## config.mk

```make
export PLATFORM = sky130hd
export DESIGN_NAME = oric_ram_arbiter_flat
export DESIGN_NICKNAME = d
export VERILOG_FILES = /design/src/rtl/oric_mem_pkg.sv /design/src/rtl/oric_ram_arbiter_if.sv /design/src/rtl/oric_ram_clr_cnt.sv /design/src/rtl/oric_ram_arbiter.sv /design/src/flat_wrapper.sv
export SDC_FILE = /design/constraint.sdc
export NUM_CORES = 1
export LEC_CHECK = 0
export CAP_MARGIN = 10
export CORE_MARGIN = 2
export CORE_UTILIZATION = 34
export DETAILED_ROUTE_END_ITERATION = 8
export PLACE_DENSITY_LB_ADDON = 0.05
export SLEW_MARGIN = 10
export SYNTH_ARGS = -nofsm -noshare
export SYNTH_HDL_FRONTEND = slang
export SYNTH_SLANG_ARGS = --single-unit
```

## constraint.sdc

```tcl
create_clock -name clk_sys -period 1.6 [get_ports clk_sys]
set_input_delay 0.48 -clock clk_sys [delete_from_list [all_inputs] [get_ports clk_sys]]
set_output_delay 0.48 -clock clk_sys [all_outputs]
set_load 0.02 [all_outputs]
```

## src/rtl/oric_mem_pkg.sv

```systemverilog
// rtl/oric_mem_pkg.sv - shared types and defaults for the Oric RAM arbiter
package oric_mem_pkg;

  localparam int         AW_DEFAULT        = 16;
  localparam logic [7:0] FILL_BYTE_DEFAULT = 8'hFF;

  typedef enum logic [1:0] {
    CLEAR = 2'd0,
    RUN   = 2'd1,
    LOAD  = 2'd2
  } arb_state_t;

endpackage

```

## src/rtl/oric_ram_arbiter_if.sv

```systemverilog
// rtl/oric_ram_arbiter_if.sv - RAM-side bus between arbiter and external RAM
// Ports (signals): mem_addr/mem_din/mem_we driven by the arbiter (master),
// mem_q returned by the RAM one cycle after mem_addr (slave).
interface oric_ram_arbiter_if
  import oric_mem_pkg::*;
#(
  parameter int AW = AW_DEFAULT
) ();

  logic [AW-1:0] mem_addr;
  logic [7:0]    mem_din;
  logic          mem_we;
  logic [7:0]    mem_q;

  modport master (output mem_addr, output mem_din, output mem_we, input mem_q);
  modport slave  (input mem_addr, input mem_din, input mem_we, output mem_q);

endinterface

```

## src/rtl/oric_ram_clr_cnt.sv

```systemverilog
// rtl/oric_ram_clr_cnt.sv - clear address generator
// Ports: clk_sys/RESET (sync, active-high), en advances the count,
// cnt is the current clear address, tc flags the last address (all ones).
module oric_ram_clr_cnt
  import oric_mem_pkg::*;
#(
  parameter int AW = AW_DEFAULT
) (
  input  logic          clk_sys,
  input  logic          RESET,
  input  logic          en,
  output logic [AW-1:0] cnt,
  output logic          tc
);

  // Wraps back to zero after the last address, so a finished clear leaves
  // the counter ready for the next one.
  always_ff @(posedge clk_sys) begin
    if (RESET) begin
      cnt <= '0;
    end else if (en) begin
      cnt <= cnt + 1'b1;
    end
  end

  assign tc = &cnt;

endmodule

```

## src/rtl/oric_ram_arbiter.sv

```systemverilog
// rtl/oric_ram_arbiter.sv - RAM owner arbitration between clear, loader and CPU
// Ports: clk_sys, RESET (sync, active-high);
// CPU side cpu_cs/cpu_we/cpu_addr/cpu_din in, cpu_q/cpu_wait out;
// loader side ld_start/ld_wr/ld_addr/ld_data/ld_end in, ld_ack/ld_busy out;
// clr_busy out; mem (master) carries mem_addr/mem_din/mem_we out, mem_q in.
module oric_ram_arbiter
  import oric_mem_pkg::*;
#(
  parameter logic [7:0] FILL_BYTE = FILL_BYTE_DEFAULT,
  parameter int         AW        = AW_DEFAULT
) (
  input  logic          clk_sys,
  input  logic          RESET,
  input  logic          cpu_cs,
  input  logic          cpu_we,
  input  logic [AW-1:0] cpu_addr,
  input  logic [7:0]    cpu_din,
  output logic [7:0]    cpu_q,
  output logic          cpu_wait,
  input  logic          ld_start,
  input  logic          ld_wr,
  input  logic [AW-1:0] ld_addr,
  input  logic [7:0]    ld_data,
  input  logic          ld_end,
  output logic          ld_ack,
  output logic          ld_busy,
  output logic          clr_busy,
  oric_ram_arbiter_if.master mem
);

  arb_state_t    state_q, state_d;
  logic          pend_q, pend_d;
  logic          ack_q;
  logic [7:0]    hold_q;
  logic          clr_en;
  logic [AW-1:0] clr_cnt;
  logic          clr_tc;
  logic [AW-1:0] addr_d;
  logic [7:0]    din_d;
  logic          we_d;

  oric_ram_clr_cnt #(.AW(AW)) u_clr_cnt (
    .clk_sys (clk_sys),
    .RESET   (RESET),
    .en      (clr_en),
    .cnt     (clr_cnt),
    .tc      (clr_tc)
  );

  always_ff @(posedge clk_sys) begin
    if (RESET) begin
      state_q <= CLEAR;
      pend_q  <= 1'b0;
      ack_q   <= 1'b0;
      hold_q  <= 8'h00;
    end else begin
      state_q <= state_d;
      pend_q  <= pend_d;
      ack_q   <= (state_q == LOAD) && ld_wr;
      // Track what the CPU sees so it can be frozen while the loader owns RAM.
      if (state_q == RUN) begin
        hold_q <= mem.mem_q;
      end
    end
  end

  always_comb begin
    state_d = state_q;
    pend_d  = pend_q;
    addr_d  = cpu_addr;
    din_d   = cpu_din;
    we_d    = 1'b0;
    clr_en  = 1'b0;
    unique case (state_q)
      CLEAR: begin
        addr_d = clr_cnt;
        din_d  = FILL_BYTE;
        we_d   = 1'b1;
        clr_en = 1'b1;
        if (ld_start) begin
          pend_d = 1'b1;
        end
        // A start seen in the final clear cycle counts as pending too.
        if (clr_tc) begin
          state_d = (pend_q || ld_start) ? LOAD : RUN;
          pend_d  = 1'b0;
        end
      end
      RUN: begin
        we_d = cpu_cs & cpu_we;
        if (ld_start) begin
          state_d = LOAD;
        end
      end
      LOAD: begin
        addr_d = ld_addr;
        din_d  = ld_data;
        we_d   = ld_wr;
        if (ld_end) begin
          state_d = RUN;
        end
      end
      default: begin
        state_d = CLEAR;
      end
    endcase
    // No RAM write while reset is held, so the clear length is counted from release.
    if (RESET) begin
      we_d = 1'b0;
    end
  end

  assign mem.mem_addr = addr_d;
  assign mem.mem_din  = din_d;
  assign mem.mem_we   = we_d;

  assign cpu_q    = (state_q == RUN) ? mem.mem_q : hold_q;
  assign cpu_wait = RESET || (state_q != RUN);
  assign ld_busy  = !RESET && (state_q == LOAD);
  assign clr_busy = RESET || (state_q == CLEAR);
  assign ld_ack   = ack_q;

endmodule

```

## src/flat_wrapper.sv

```systemverilog
// flat-port wrapper written by rule: the top's interface ports become plain ports
module oric_ram_arbiter_flat import oric_mem_pkg::*;
#(
  parameter logic [7:0] FILL_BYTE = FILL_BYTE_DEFAULT,
  parameter int         AW        = AW_DEFAULT
)
  (clk_sys, RESET, cpu_cs, cpu_we, cpu_addr, cpu_din, cpu_q, cpu_wait, ld_start, ld_wr, ld_addr, ld_data, ld_end, ld_ack, ld_busy, clr_busy, mem_mem_addr, mem_mem_din, mem_mem_we, mem_mem_q);
  oric_ram_arbiter_if #(.AW(AW)) mem_i ();
  input  logic clk_sys;
  input  logic RESET;
  input  logic cpu_cs;
  input  logic cpu_we;
  input  logic [AW-1:0] cpu_addr;
  input  logic [7:0] cpu_din;
  output logic [7:0] cpu_q;
  output logic cpu_wait;
  input  logic ld_start;
  input  logic ld_wr;
  input  logic [AW-1:0] ld_addr;
  input  logic [7:0] ld_data;
  input  logic ld_end;
  output logic ld_ack;
  output logic ld_busy;
  output logic clr_busy;
  output wire logic [$bits(mem_i.mem_addr)-1:0] mem_mem_addr;
  output wire logic [$bits(mem_i.mem_din)-1:0] mem_mem_din;
  output wire logic [$bits(mem_i.mem_we)-1:0] mem_mem_we;
  input wire logic [$bits(mem_i.mem_q)-1:0] mem_mem_q;
  assign mem_mem_addr = mem_i.mem_addr;
  assign mem_mem_din = mem_i.mem_din;
  assign mem_mem_we = mem_i.mem_we;
  assign mem_i.mem_q = mem_mem_q;
  oric_ram_arbiter #(.FILL_BYTE(FILL_BYTE), .AW(AW)) u_core (.clk_sys(clk_sys), .RESET(RESET), .cpu_cs(cpu_cs), .cpu_we(cpu_we), .cpu_addr(cpu_addr), .cpu_din(cpu_din), .cpu_q(cpu_q), .cpu_wait(cpu_wait), .ld_start(ld_start), .ld_wr(ld_wr), .ld_addr(ld_addr), .ld_data(ld_data), .ld_end(ld_end), .ld_ack(ld_ack), .ld_busy(ld_busy), .clr_busy(clr_busy), .mem(mem_i));
endmodule
```

# After elaboration in Yosys (flattened, before gate mapping)
# Index checks and enable logic that the tools add are counted.
[word_totals]
ff_bits = 28
output_inout_bits = 37
word_cells = 37
[classes]
add_sub_neg = 1
eq_ne = 6
muxes = 13
bitwise_logic = 1
reduce_logical = 11
[ops]
columns = ["operator", "count"]
rows = [
  ["$pmux W16 S2", 1],
  ["$add A16 B1 Y16 const B", 1],
  ["$pmux W8 S2", 1],
  ["$reduce_and A16 Y1", 1],
  ["$mux W2", 4],
  ["$mux W8", 1],
  ["$pmux W2 S3", 1],
  ["$mux W1", 4],
  ["$ne A2 B1 Y1 const B", 2],
  ["$ne A2 B2 Y1 const B", 2],
  ["$logic_or A1 B1 Y1", 3],
  ["$pmux W1 S3", 1],
  ["$reduce_and A3 Y1", 1],
  ["$eq A2 B1 Y1 const B", 1],
  ["$eq A2 B2 Y1 const B", 1],
  ["$logic_and A1 B1 Y1", 2],
  ["$logic_not A2 Y1", 1],
  ["$reduce_and A2 Y1", 1],
  ["$reduce_bool A2 Y1", 1],
  ["$and A1 B1 Y1", 1],
  ["$logic_not A1 Y1", 1],
]

# Logic depth before layout (Yosys ltp)
[logic_depth]
word_depth = 4
depth_mapped = 6
ltp_nobuf = 5

# Cells and area by module
# From an unflattened synthesis, not the netlist that was laid out.
[unflattened]
cells_unflattened = 213
area_unflattened_um2 = 1681.6
[modules_own_cells]
columns = ["mod", "instances", "cells_each", "area_each_um2", "seq_area_each_um2"]
rows = [
  ["oric_ram_arbiter", 1, 133, 963.4, 240.2],
  ["oric_ram_clr_cnt", 1, 80, 718.2, 320.3],
]

# Least setup slack after synthesis
# No wires, ideal clock.
[synth_timing]
path_kind = "reg-to-output"
start = "reg u_core.state_q[1]"
end = "out mem_mem_addr[0]"
arrival_ns = 1.418
slack_ns = -0.298
stages_incl_launch_ff = 5
path_buffers = 2
cell_sequence = "dfxtp_1 buf_6 clkbuf_1 mux2i_1 o21ai_0"
[synth_between]
elab_chain_cells = 2
[synth_rtl]
columns = ["element", "line_no", "source"]
rows = [
  ["from (decl)", "oric_ram_arbiter.sv:31", "arb_state_t state_q, state_d;"],
  ["from (signal assigned)", "oric_ram_arbiter.sv:57", "state_q <= state_d;"],
  ["$eq A2 B2 Y1 / $logic_not A2 Y1 (equally long branches)", "oric_ram_arbiter.sv:74", "unique case (state_q)"],
  ["$pmux W16 S2 *", "oric_ram_arbiter.sv:74", ""],
  ["to (decl)", "flat_wrapper.sv:25", "output wire logic [$bits(mem_i.mem_addr)-1:0] mem_mem_addr;"],
]
# Every way passes the cells marked *; elsewhere a longest branch is shown, timed or not.

# Worst setup path in the final report
[layout_timing]
start = "reg u_core.state_q[1]"
end = "out mem_mem_addr[5]"
# The elaborated chain is that of the path after synthesis.

==> impl_metrics.json <==
{
  "critPathLaunchType": "flop",
  "clk_path_buf_depth": 2,
  "root_buffer": "clkbuf_8",
  "worst_pin_slew_ns": 0.498,
  "ant_nets": 0,
  "area_growth_syn_to_layout_pct": 119,
  "post_synth.cell_area_avg_sq_um": 8.32,
  "fin_tns_setup_ns": -10.58,
  "core_sq_um": 4790,
  "p_leak_nw": 1.67,
  "violations": "negative setup slack",
  "synth_fp_nets": 270,
  "hold_slack_ns": 0.572,
  "rsz0062_at_grt": "true",
  "ios": 100,
  "rrSetupSlack_ns": -0.25,
  "crit_path_start": "u_core.state_q[1]$_SDFFE_PP0P_",
  "yosysMostFrequentCell": "dfxtp_1",
  "ctsHtreeMaxLevel": 1,
  "cp_max_fo": 6,
  "syn_inst": 206,
  "grt_usage_pct": 19.8,
  "async_flop_share_pct": 0,
  "ys_seq_elements": 28,
  "start_util_pct": 35.8,
  "wl_microns": 6420,
  "clkPwrFrac_pct": 35.9,
  "reg2reg_from": "u_core.state_q[0]$_SDFFE_PP0P_",
  "grt_antenna_before_repair": 0,
  "p_sw_uw": 338,
  "powerDensity_nw_per_um2": 419,
  "worstPathArrival_ns": 1.45,
  "overflow": 0,
  "internal_power_mw": 1.24,
  "worst_slack_ns": -0.333,
  "grt_pass1_vias": 1893,
  "pwr-share-seq_pct": 45.0,
  "io_buffers": 99,
  "hold_viol": 0,
  "maxCapViolCount": 0,
  "dp_hpwl_microns": 3960,
  "worstHoldStart": "u_core.pend_q$_SDFFE_PP0P_",
  "worst_clock_skew_ns": 0.00901,
  "ir_worst_vdd_uv": 309,
  "cts.sinks": 28,
  "dr_total_vias": 2094,
  "layout.nets": 429,
  "rows": 25,
  "cp-end-kind": "primary output",
  "clock_latency_ns": 0.28,
  "diodes": 0,
  "synth_top_area_share_pct": 32.7,
  "grt_max_degree": 29,
  "yosysUniqueCellTypes": 35,
  "period_needed_ns": 1.93,
  "drc_errors": 0,
  "met2_usage_pct": 34.6,
  "die_y_microns": 75.0,
  "firstDrtPassIters": 4,
  "synth-seq-area-share_pct": 32.7,
  "synth_flop_cell": "dfxtp_1",
  "maxSlewViolCount": 0,
  "final_util_pct": 78.5,
  "drive_gt1_share_pct": 44.5,
  "swShare_pct": 21.5,
  "synth_enable_flop_cells": 0,
  "wl_per_cell_microns": 14.9,
  "gp_congestion": 0.751,
  "fmax_mhz": 517,
  "critPathKind": "reg2out",
  "fill_cells": 332,
  "relSlewSlack_pct": 66.7,
  "cp.required_ns": 1.12,
  "ys_top_cells_by_area": "dfxtp_1 (33%), mux2i_1 (9.3%), mux2_2 (5.9%)",
  "viasPerCell": 4.86,
  "grtUsageMet3_pct": 5.09,
  "grt.busiest_layer": "met2",
  "status": "complete, but fails checks",
  "netlist_area_sq_um": 1710,
  "hold_class": "reg2reg",
  "synth.largest_area_cell": "dfxtp_1",
  "drt-initial-drc-count": 80,
  "power_mw": 1.58,
  "period_share_pct": 121,
  "synth_common_cells": "dfxtp_1 (28), nand2_1 (22), nor2_1 (21), o21ai_0 (18), mux2i_1 (16)",
  "clk_pin_slew_ns": 0.09,
  "yosysWarnings": 0,
  "die_w_microns": 75.0,
  "grtUsageMet1_pct": 23.9,
  "cts_buffers": 3,
  "grt_first_pass_wirelength_microns": 8600,
  "finalSetupViolations": 48,
  "comb_power_share_pct": 19.1,
  "die-area_sq_um": 5620,
  "cts_tree": "yes"
}
## layer usage
metal  part of all wire [%]  routed length (microns)
met1                     41                     2650
met2                     50                     3190
met3                    7.5                      484
met4                    1.4                       92
met5                      0                        0
## sequential cells by signal, indices dropped and copies added, names as in the netlist
register              cells
u_core.pend_q             1
u_core.hold_q             8
u_core.state_q            2
u_core.ld_ack             1
u_core.u_clr_cnt.cnt     16
## worst max-delay path, stage by stage, from the launching register on
cell and delay, ns:
dfxtp_4 0.45, buf_12 0.15, buf_4 0.12, mux2i_1 0.21
o21ai_1 0.08, buf_2 0.16
## placed cells by master, fill, tap and decap left out, types with 5 or more instances in the layout
master,instances
nor2b_1,10
o22a_1,8
dfxtp_1,24
xnor2_1,8
mux2i_2,5
nor2_1,18
o21ai_1,13
mux2i_1,10
mux2_4,8
dlygate4sd2_1,11
nand3_1,6
dlymetal6s2s_1,9
buf_6,36
nor3_4,5
clkdlybuf4s50_1,42
buf_4,54
nand2_1,22
## power groups by stage
stage	clock [mW]	sequential [mW]	combinational [mW]
3_3_place_gp	0	0.726	0.260
3_5_place_dp	0	0.726	0.263
2_1_floorplan	0	0.729	0.0576
4_1_cts	0.570	0.709	0.284
5_1_grt	0.600	0.710	0.322
6_report	0.565	0.709	0.301
## timing repair
item / CTS / global route
pin swaps: 15 / 28
cloned: 1 / 3
buffers inserted: 7 / 16
hold buffers: 0 / 0
resized for setup: 200 / 95
endpoints found under the hold margin: 0 / 0
endpoints found under the setup margin: 49 / 49
## worst paths after layout
path	to	cells after the start
setup / recovery	mem_mem_addr[5]	5
hold reg to reg	u_core.pend_q$_SDFFE_PP0P_	2
setup reg to reg	u_core.u_clr_cnt.cnt[14]$_SDFFE_PP0P_	7
hold / removal	u_core.pend_q$_SDFFE_PP0P_	2
## through the flow
stage	std cells	setup slack [ns]	instance area, sq um
6_report	431	-0.333	3760
5_1_grt	431	-0.424	3760
4_1_cts	412	-0.320	3360
3_5_place_dp	400	-0.802	3090
3_3_place_gp	400	-0.800	3090
2_1_floorplan	206	-0.00200	1760
## layout make-up
| cell class | instances | area [sq um] | share of cell area, % |
|---|---|---|---|
| Clock buffer | 3 | 41.3 | 1.10 |
| Clock inverter | 1 | 30.0 | 0.799 |
| Inverter | 4 | 20.0 | 0.533 |
| Multi-Input combinational cell | 161 | 1320 | 35.2 |
| Sequential cell | 28 | 571 | 15.2 |
| Tap cell | 67 | 83.8 | 2.23 |
| Timing Repair Buffer | 167 | 1690 | 44.9 |
## kinds of logic after synthesis
logic type / after synthesis / synth area share, %
AND/OR/NAND/NOR: 85 / 27.0
AO/OA/AOI/OAI: 38 / 13.3
flip-flops: 28 / 32.7
multiplexers: 26 / 15.9
buffers and inverters: 17 / 4.75
XOR/XNOR: 11 / 5.62
adder cells (fa/ha/maj): 1 / 0.730
(Power assumes the default switching activity.)
